[config.mk]
export PLATFORM = sky130hd
export DESIGN_NAME = hazard_ctrl
export DESIGN_NICKNAME = d
export VERILOG_FILES = /design/src/rtl/hazard_pkg.sv /design/src/rtl/sat_counter.sv /design/src/rtl/hazard_ctrl.sv
export SDC_FILE = /design/constraint.sdc
export NUM_CORES = 1
export LEC_CHECK = 0
export ABC_AREA = 1
export CAP_MARGIN = 20
export CORE_MARGIN = 5
export CORE_UTILIZATION = 47
export CTS_CLUSTER_SIZE = 25
export DETAILED_ROUTE_END_ITERATION = 8
export PLACE_DENSITY = 0.8
export SYNTH_ARGS = -nofsm -noshare
export SYNTH_HDL_FRONTEND = slang
export SYNTH_SLANG_ARGS = --single-unit
[constraint.sdc]
create_clock -name clk_i -period 1.8 [get_ports clk_i]
set_input_delay 0.18 -clock clk_i [delete_from_list [all_inputs] [get_ports clk_i]]
set_output_delay 0.18 -clock clk_i [all_outputs]
set_load 0.02 [all_outputs]
[src/rtl/hazard_pkg.sv]
`default_nettype none
// +------------------------------------------------------------------+
// | hazard_pkg : shared types for the hazard controller  | rev 1.0   |
// +------------------------------------------------------------------+
package hazard_pkg;

   typedef enum logic [1:0] {
      HZ_RUN      = 2'd0,
      HZ_MEM_WAIT = 2'd1,
      HZ_REDIRECT = 2'd2
   } hazard_state_e;

   localparam logic [4:0] REG_X0 = 5'd0;

endpackage
`default_nettype wire

[src/rtl/sat_counter.sv]
`default_nettype none
// +------------------------------------------------------------------+
// | sat_counter : event counter that sticks at all-ones  | rev 1.0   |
// +------------------------------------------------------------------+
module sat_counter #(
   parameter int CNT_W = 16
) (
   input  logic             clk_i,
   input  logic             rst_i,
   input  logic             inc_i,
   output logic [CNT_W-1:0] cnt_o
);

   always_ff @(posedge clk_i or negedge rst_i) begin
      if (!rst_i) begin
         cnt_o <= '0;
      end else if (inc_i && (cnt_o != {CNT_W{1'b1}})) begin
         cnt_o <= cnt_o + 1'b1;
      end
   end

endmodule
`default_nettype wire

[src/rtl/hazard_ctrl.sv]
`default_nettype none
// +------------------------------------------------------------------+
// | hazard_ctrl : load-use stall, redirect flush, memory freeze | 1.0 |
// +------------------------------------------------------------------+
module hazard_ctrl
   import hazard_pkg::*;
#(
   parameter int REDIRECT_BUBBLES = 1,
   parameter int CNT_W            = 16
) (
   input  logic             clk_i,
   input  logic             rst_i,
   input  logic [4:0]       id_rs1_addr_i,
   input  logic [4:0]       id_rs2_addr_i,
   input  logic             id_rs1_used_i,
   input  logic             id_rs2_used_i,
   input  logic             ex_is_load_i,
   input  logic             ex_rd_wren_i,
   input  logic [4:0]       ex_rd_addr_i,
   input  logic             ex_redirect_i,
   input  logic             mem_req_i,
   input  logic             mem_ready_i,
   output logic             pc_en_o,
   output logic             if_id_en_o,
   output logic             id_ex_en_o,
   output logic             ex_mem_en_o,
   output logic             mem_wb_en_o,
   output logic             if_id_clr_no,
   output logic             id_ex_clr_no,
   output logic [1:0]       hazard_state_o,
   output logic [CNT_W-1:0] stall_cnt_o,
   output logic [CNT_W-1:0] flush_cnt_o
);

   localparam int               BUB_W        = $clog2(REDIRECT_BUBBLES + 1);
   localparam logic [BUB_W-1:0] BUB_RELOAD   = BUB_W'(REDIRECT_BUBBLES - 1);
   localparam logic [BUB_W-1:0] BUB_ONE      = BUB_W'(1);
   localparam bit               MULTI_BUBBLE = (REDIRECT_BUBBLES > 1);

   hazard_state_e    state;
   hazard_state_e    next_state;
   logic [BUB_W-1:0] bub_cnt;
   logic [BUB_W-1:0] next_bub;
   logic             rs1_hit;
   logic             rs2_hit;
   logic             lu;
   logic             fz;
   logic             stall_inc;
   logic             flush_inc;

   assign rs1_hit = id_rs1_used_i && (id_rs1_addr_i == ex_rd_addr_i);
   assign rs2_hit = id_rs2_used_i && (id_rs2_addr_i == ex_rd_addr_i);
   assign lu      = ex_is_load_i && ex_rd_wren_i && (ex_rd_addr_i != REG_X0)
                    && (rs1_hit || rs2_hit);
   assign fz      = mem_req_i && !mem_ready_i;

   always_ff @(posedge clk_i or negedge rst_i) begin
      if (!rst_i) begin
         state   <= HZ_RUN;
         bub_cnt <= '0;
      end else begin
         state   <= next_state;
         bub_cnt <= next_bub;
      end
   end

   always_comb begin
      next_state   = state;
      next_bub     = bub_cnt;
      pc_en_o      = 1'b1;
      if_id_en_o   = 1'b1;
      id_ex_en_o   = 1'b1;
      ex_mem_en_o  = 1'b1;
      mem_wb_en_o  = 1'b1;
      if_id_clr_no = 1'b1;
      id_ex_clr_no = 1'b1;
      stall_inc    = 1'b0;
      flush_inc    = 1'b0;

      if (fz) begin
         // Freeze outranks everything; a pending redirect is replayed once the LSU answers.
         pc_en_o     = 1'b0;
         if_id_en_o  = 1'b0;
         id_ex_en_o  = 1'b0;
         ex_mem_en_o = 1'b0;
         mem_wb_en_o = 1'b0;
         stall_inc   = 1'b1;
         if (state != HZ_REDIRECT) begin
            next_state = HZ_MEM_WAIT;
         end
      end else if (state == HZ_REDIRECT) begin
         if_id_clr_no = 1'b0;
         if (ex_redirect_i) begin
            id_ex_clr_no = 1'b0;
            flush_inc    = 1'b1;
            next_bub     = BUB_RELOAD;
         end else if (bub_cnt <= BUB_ONE) begin
            next_state = HZ_RUN;
            next_bub   = '0;
         end else begin
            next_bub = bub_cnt - BUB_ONE;
         end
      end else begin
         // RUN, and MEM_WAIT on the cycle the access completes, share these rules.
         next_state = HZ_RUN;
         if (ex_redirect_i) begin
            if_id_clr_no = 1'b0;
            id_ex_clr_no = 1'b0;
            flush_inc    = 1'b1;
            if (MULTI_BUBBLE) begin
               next_state = HZ_REDIRECT;
               next_bub   = BUB_RELOAD;
            end
         end else if (lu) begin
            pc_en_o      = 1'b0;
            if_id_en_o   = 1'b0;
            id_ex_clr_no = 1'b0;
            stall_inc    = 1'b1;
         end
      end

      if (!rst_i) begin
         pc_en_o      = 1'b0;
         if_id_en_o   = 1'b0;
         id_ex_en_o   = 1'b0;
         ex_mem_en_o  = 1'b0;
         mem_wb_en_o  = 1'b0;
         if_id_clr_no = 1'b0;
         id_ex_clr_no = 1'b0;
      end
   end

   assign hazard_state_o = state;

   sat_counter #(.CNT_W(CNT_W)) u_stall_cnt (
      .clk_i (clk_i),
      .rst_i (rst_i),
      .inc_i (stall_inc),
      .cnt_o (stall_cnt_o)
   );

   sat_counter #(.CNT_W(CNT_W)) u_flush_cnt (
      .clk_i (clk_i),
      .rst_i (rst_i),
      .inc_i (flush_inc),
      .cnt_o (flush_cnt_o)
   );

endmodule
`default_nettype wire

==> flow_metrics.tcl <==
set metrics [dict create \
    die_width_um 77.8 \
    grt_remaining_overflow 0 \
    cts-hold-fix-buffers 0 \
    cts_buffers 5 \
    grt_pass1_wl_um 8980 \
    pre_cts_ws_ps -362 \
    clock_latency_ps 290 \
    clock_skew_ps 8.21 \
    synth_fp_nets 338 \
    cts_root_buf "clkbuf_8" \
    fin_crit_sh 0.922 \
    hold_viol_final 0 \
    final_cell_mix "nand2_1, clkdlybuf4s50_1, inv_1" \
    status "completed" \
    p_leak_nw 1.53 \
    placedCellCount 431 \
    synthesis.area_um2 2160 \
    crit_path_start_kind "flop" \
    via_per_inst 4.85 \
    synth_seq_cells 33 \
    layout_min_cycle_time_ps 1660 \
    fill_cells 357 \
    cp.arrival_ps 1840 \
    initial_core_util 0.490 \
    fp-row-count 24 \
    instances_no_fill 441 \
    required_ps 1980 \
    hp-class "input port to async pin" \
    hold_ws_ps 319 \
    area_delta_synth_final_pct 40.4 \
    place_congestion 0.854 \
    ant_nets 0 \
    ios 65 \
    critPathMaxFanout 4 \
    clock_sinks 33 \
    syn_inst 312 \
    synthDistinctLibCells 25 \
    grt_usage 0.176 \
    grt_max_degree 34 \
    path_clk_slew_ps 70 \
    design.core.area_um2 4410 \
    ys_warn_count 0 \
    wl_per_cell_um 11.6 \
    first_global_vias 2083 \
    nNetsFinal 414 \
    fp.dieH_um 77.8 \
    drv_cap 0 \
    drive_gt1_frac 0.141 \
    max-vdd-ir-drop_mv 0.368 \
    insertedDiodeCount 0 \
    die-area_um2 6060 \
    maxSlewViolCount 0 \
    final_common_cell "nand2_1" \
    synth.avg_cell_area_um2 6.93 \
    h-tree-depth 2 \
    port_buffers 63 \
    max_freq_mhz 603 \
    dp_hpwl_um 3970 \
    pwr_density_cell_nw_per_um2 800 \
    firstDrtPassIters 4 \
    end_kind "flop" \
    ys_seq_area_frac 0.382 \
    cts_tree "yes" \
    path_class "flop to flop" \
    antenna_found_initial 0 \
    clock_path_buffers 2 \
    setup_viol 0 \
    drtIter0Drc 92 \
    wl_um 5100 \
    setup_ws_ps 141 \
    via_count 2141 \
    drc 0 \
]
## cell usage after synthesis (all sizes together)
library cell / n / area [µm²]
nand2: 112 / 445
inv: 48 / 180
nand3: 35 / 190
nor2: 35 / 144
dfrtp: 33 / 826
xor2: 14 / 123
nor3: 10 / 61.3
buf: 8 / 67.6
nand4: 5 / 37.5
xnor2: 4 / 35.0
o21ai: 3 / 15.0
ha: 2 / 25.0
clkinv: 1 / 3.75
conb: 1 / 3.75
nor4: 1 / 6.26
## metrics by stage
stage | power (mW) | utilization | area [µm²] | setup TNS (ps)
after global placement | 1.88 | 0.653 | 2880 | -2630
after floorplan | 1.47 | - | 2160 | 0
final | 2.43 | 0.688 | 3040 | 0
after detailed placement | 1.90 | 0.653 | 2880 | -3050
after CTS | 2.45 | 0.671 | 2960 | 0
after global routing | 2.60 | 0.688 | 3040 | -21.6
## sequential cells by signal (all words and copies together), names as in the netlist
| register | cells |
|---|---|
| u_flush_cnt.cnt_o | 16 |
| u_stall_cnt.cnt_o | 16 |
| hazard_state_o | 1 |
## routing by layer
metal / global-route usage / share of wire / vias up
li1: - / - / 1104
met4: 0.0447 / 0.013 / 0
met3: 0.0428 / 0.056 / 9
met5: 0 / 0 / -
met1: 0.222 / 0.44 / 974
met2: 0.299 / 0.49 / 54
## worst paths after layout
kind / cells after the start / endpoint / from / slack, ps
setup / recovery: 10 / u_stall_cnt.cnt_o[13] / u_stall_cnt.cnt_o[0] / 140
hold / removal: 2 / u_flush_cnt.cnt_o[6] / rst_i / 320
setup reg to reg: 10 / u_stall_cnt.cnt_o[13] / u_stall_cnt.cnt_o[0] / 140
hold reg to reg: 1 / u_flush_cnt.cnt_o[12] / u_flush_cnt.cnt_o[12] / 510
max in group asynchronous: 2 / u_stall_cnt.cnt_o[9] / rst_i / 1180
min in group clk_i: 3 / hazard_state_o[0] / mem_req_i / 440
## critical path: stages, from the launching register on
cell     delay (ps)
dfrtp_1         360
buf_4           130
nand3_1         130
nor2_1          190
nand3_1         180
nor2_4          180
nand2_4          70
nor2_1          130
nand2_1          70
nand2_1          70
nand2_1          50
## final cells by class
| class | count | area, µm² | share of cell area |
|---|---|---|---|
| Clock buffer | 5 | 68.8 | 0.0227 |
| Inverter | 49 | 188 | 0.0618 |
| Clock inverter | 3 | 17.5 | 0.00577 |
| Tap cell | 52 | 65.1 | 0.0214 |
| Multi-Input combinational cell | 222 | 1130 | 0.371 |
| Timing Repair Buffer | 77 | 746 | 0.245 |
| Sequential cell | 33 | 826 | 0.272 |
## kinds of logic (layout without fill, tap and decap cells)
logic type               Yosys count  count (layout)  share of synthesized area
flip-flops                        33              33                      0.382
other                              1               1                    0.00173
adder cells (fa/ha/maj)            2               2                     0.0116
XOR/XNOR                          18              18                     0.0729
AO/OA/AOI/OAI                      3               3                    0.00694
AND/OR/NAND/NOR                  198             198                      0.409
buffers and inverters             57             134                      0.116
## what timing repair did
| action | CTS | global route |
|---|---|---|
| cloned | 0 | 0 |
| buffers inserted | 0 | 2 |
| resized for setup | 10 | 23 |
| pin swaps | 0 | 5 |
| endpoints found under the setup margin | 4 | 21 |
## power by group
group | internal, mW | switching (mW) | leakage (nW)
logic | 0.414 | 0.455 | 1.06
registers | 0.859 | 0.151 | 0.429
clock network | 0.267 | 0.283 | 0.0439
total | 1.54 | 0.889 | 1.53
Note: power is estimated with default switching activity, not from simulation.
==> RTL edit (same settings) <==
`REG_X0`: 5'd0 -> 5'd1.
--- a/src/rtl/hazard_pkg.sv
+++ b/src/rtl/hazard_pkg.sv
@@ -12,3 +12,3 @@
 
-   localparam logic [4:0] REG_X0 = 5'd0;
+   localparam logic [4:0] REG_X0 = 5'd1;
 
Check against the original RTL: not equivalent (Yosys sat finds a counterexample within 4 cycles, from zero or initial values and one cycle with rst_i low).
==> RTL edit against the original RTL <==
- worst hold slack better by 35 ps
- critical endpoint is now u_flush_cnt.cnt_o[6]$_DFFE_PN0P_
- power is 9.1% higher
- routed wire length is 3.8% higher
- sequential cell count stayed put
- design area is 1.7% higher
- synthesized area is 0.98% lower
- combinational power is 6.8% higher
- core utilization is 1.7 points higher
- global-route usage is 0.19 points higher
- worst setup slack worse by 42 ps
==> RTL edit: results (changes against the original RTL) <==
Finish
  • Logic inverters: 48 (-2.0%)
  • Seq/total area: 26.72% (-0.46 points)
  • Finished Layout Cells: 445 (+0.91%)
  • Final #Nets: 418 (+0.97%)
  • Non-clk bufs: 82 (+6.5%)
  • Fill count: 369 (+3.4%)
  • Multi-input gate area: 0.001121 sq mm (-0.55%)
  • Clock buf count: 7 (+2)
  • Buffering overhead: 25.30% (+0.76 points)
  • Sequential cell count: 33 (unchanged)
  • Clk tree area frac: 3.765% (+0.92 points)

Logic synthesis
  • Syn_area_per_cell: 6.888 sq um (-0.66%)
  • Count of cell types in the netlist: 26 (+4.0%)
  • Post-synthesis sequential area ratio: 38.55% (+0.38 points)
  • Syn nets: 337 (-0.30%)
  • Synth area leaders: dfrtp_1 (39%), nand2_1 (19%), nand3_1 (7.5%)
  • List of most frequent post-synthesis cells: nand2_1 (109), inv_1 (41), dfrtp_1 (33)

Placed design
  • Placed Cells: 432 (+0.23%)
  • Routability cong.: 0.8335 (-2.4%)
  • DP HPWL: 3960 um (-0.36%)
  • Pre-CTS WS: -319.8 ps (+42.00 ps)

Global route
  • Vias in the first global route: 2030 (-2.5%)
  • GRT met2 Usage: 31.82% (+1.9 points)
  • Global Route Usage Sum: 17.76% (+0.19 points)
  • Grt met1 use: 20.96% (-1.3 points)
  • Global-route wire length before repair: 8852 um (-1.4%)
  • Met3 usage: 3.241% (-1.0 points)

Power
  • Power Combinational: 0.928 mW (+6.8%)
  • Worst VDD drop: 0.4172 mV (+13%)
  • Net Sw Power: 0.8924 mW (+0.35%)
  • Clock-net power: 0.725 mW (+32%)
  • Static Leakage: 1.547 nW (+1.2%)

Detailed routing
  • Drt first-iter violations: 110 (+20%)
  • Vias: 2170 (+1.4%)
  • Routed wire length: 5296 um (+3.8%)

STA
  • Skew final: 11.89 ps (+3.679 ps)
  • Max-slew headroom: between 60% and 70%

Status
  • Status: finished, final reports clean

Clock network
  • Cts repair resizes: 11 (+1)

Critical path
  • CP max FO: 13 (+9)
  • CP max stage delay: 410 ps (+50 ps)
-- RTL edit: logic make-up after synthesis --
logic type,Yosys count,synth area share [%]
other cells,1,0.1751
buf+inv,56,11.57
simple gates,197,40.19
compound gates,4,0.9930
fa+ha+maj,2,1.168
xor+xnor,18,7.360
flops,33,38.55
-- RTL edit: stage by stage --
step	total power, mW	setup TNS, ps	area (sq um)
floorplan	1.464	0	2142
global placement	1.880	-2342	2875
detailed placement	1.908	-3595	2875
CTS	2.634	0	2988
global route	2.801	-3.433	3090
finish	2.649	0	3090
-- RTL edit: routing by layer --
metal | wire length [um] | part of all wire, %
met5 | 0 | 0
met4 | 85 | 1.6
met3 | 255 | 4.8
met2 | 2654 | 50
met1 | 2300 | 43
-- RTL edit: path summary, 6_finish.rpt --
kind,cells after the start,slack [ps],start,end
hold / removal,2,350,rst_i,u_flush_cnt.cnt_o[14]$_DFFE_PN0P_
max in group asynchronous,2,1120,rst_i,u_stall_cnt.cnt_o[5]$_DFFE_PN0P_
setup / recovery,8,100,u_flush_cnt.cnt_o[0]$_DFFE_PN0P_,u_flush_cnt.cnt_o[6]$_DFFE_PN0P_
setup reg to reg,8,100,u_flush_cnt.cnt_o[0]$_DFFE_PN0P_,u_flush_cnt.cnt_o[6]$_DFFE_PN0P_
hold reg to reg,2,510,u_stall_cnt.cnt_o[14]$_DFFE_PN0P_,u_stall_cnt.cnt_o[14]$_DFFE_PN0P_
min in group clk_i,3,460,mem_req_i,hazard_state_o[0]$_DFF_PN0_
-- RTL edit: worst max-delay path: cells and delay by family (launching register included) --
family	cells	cell delay, ps
simple gates	5	720
flops	1	410
buf+inv	1	120
xor+xnor	1	160
fa+ha+maj	1	210
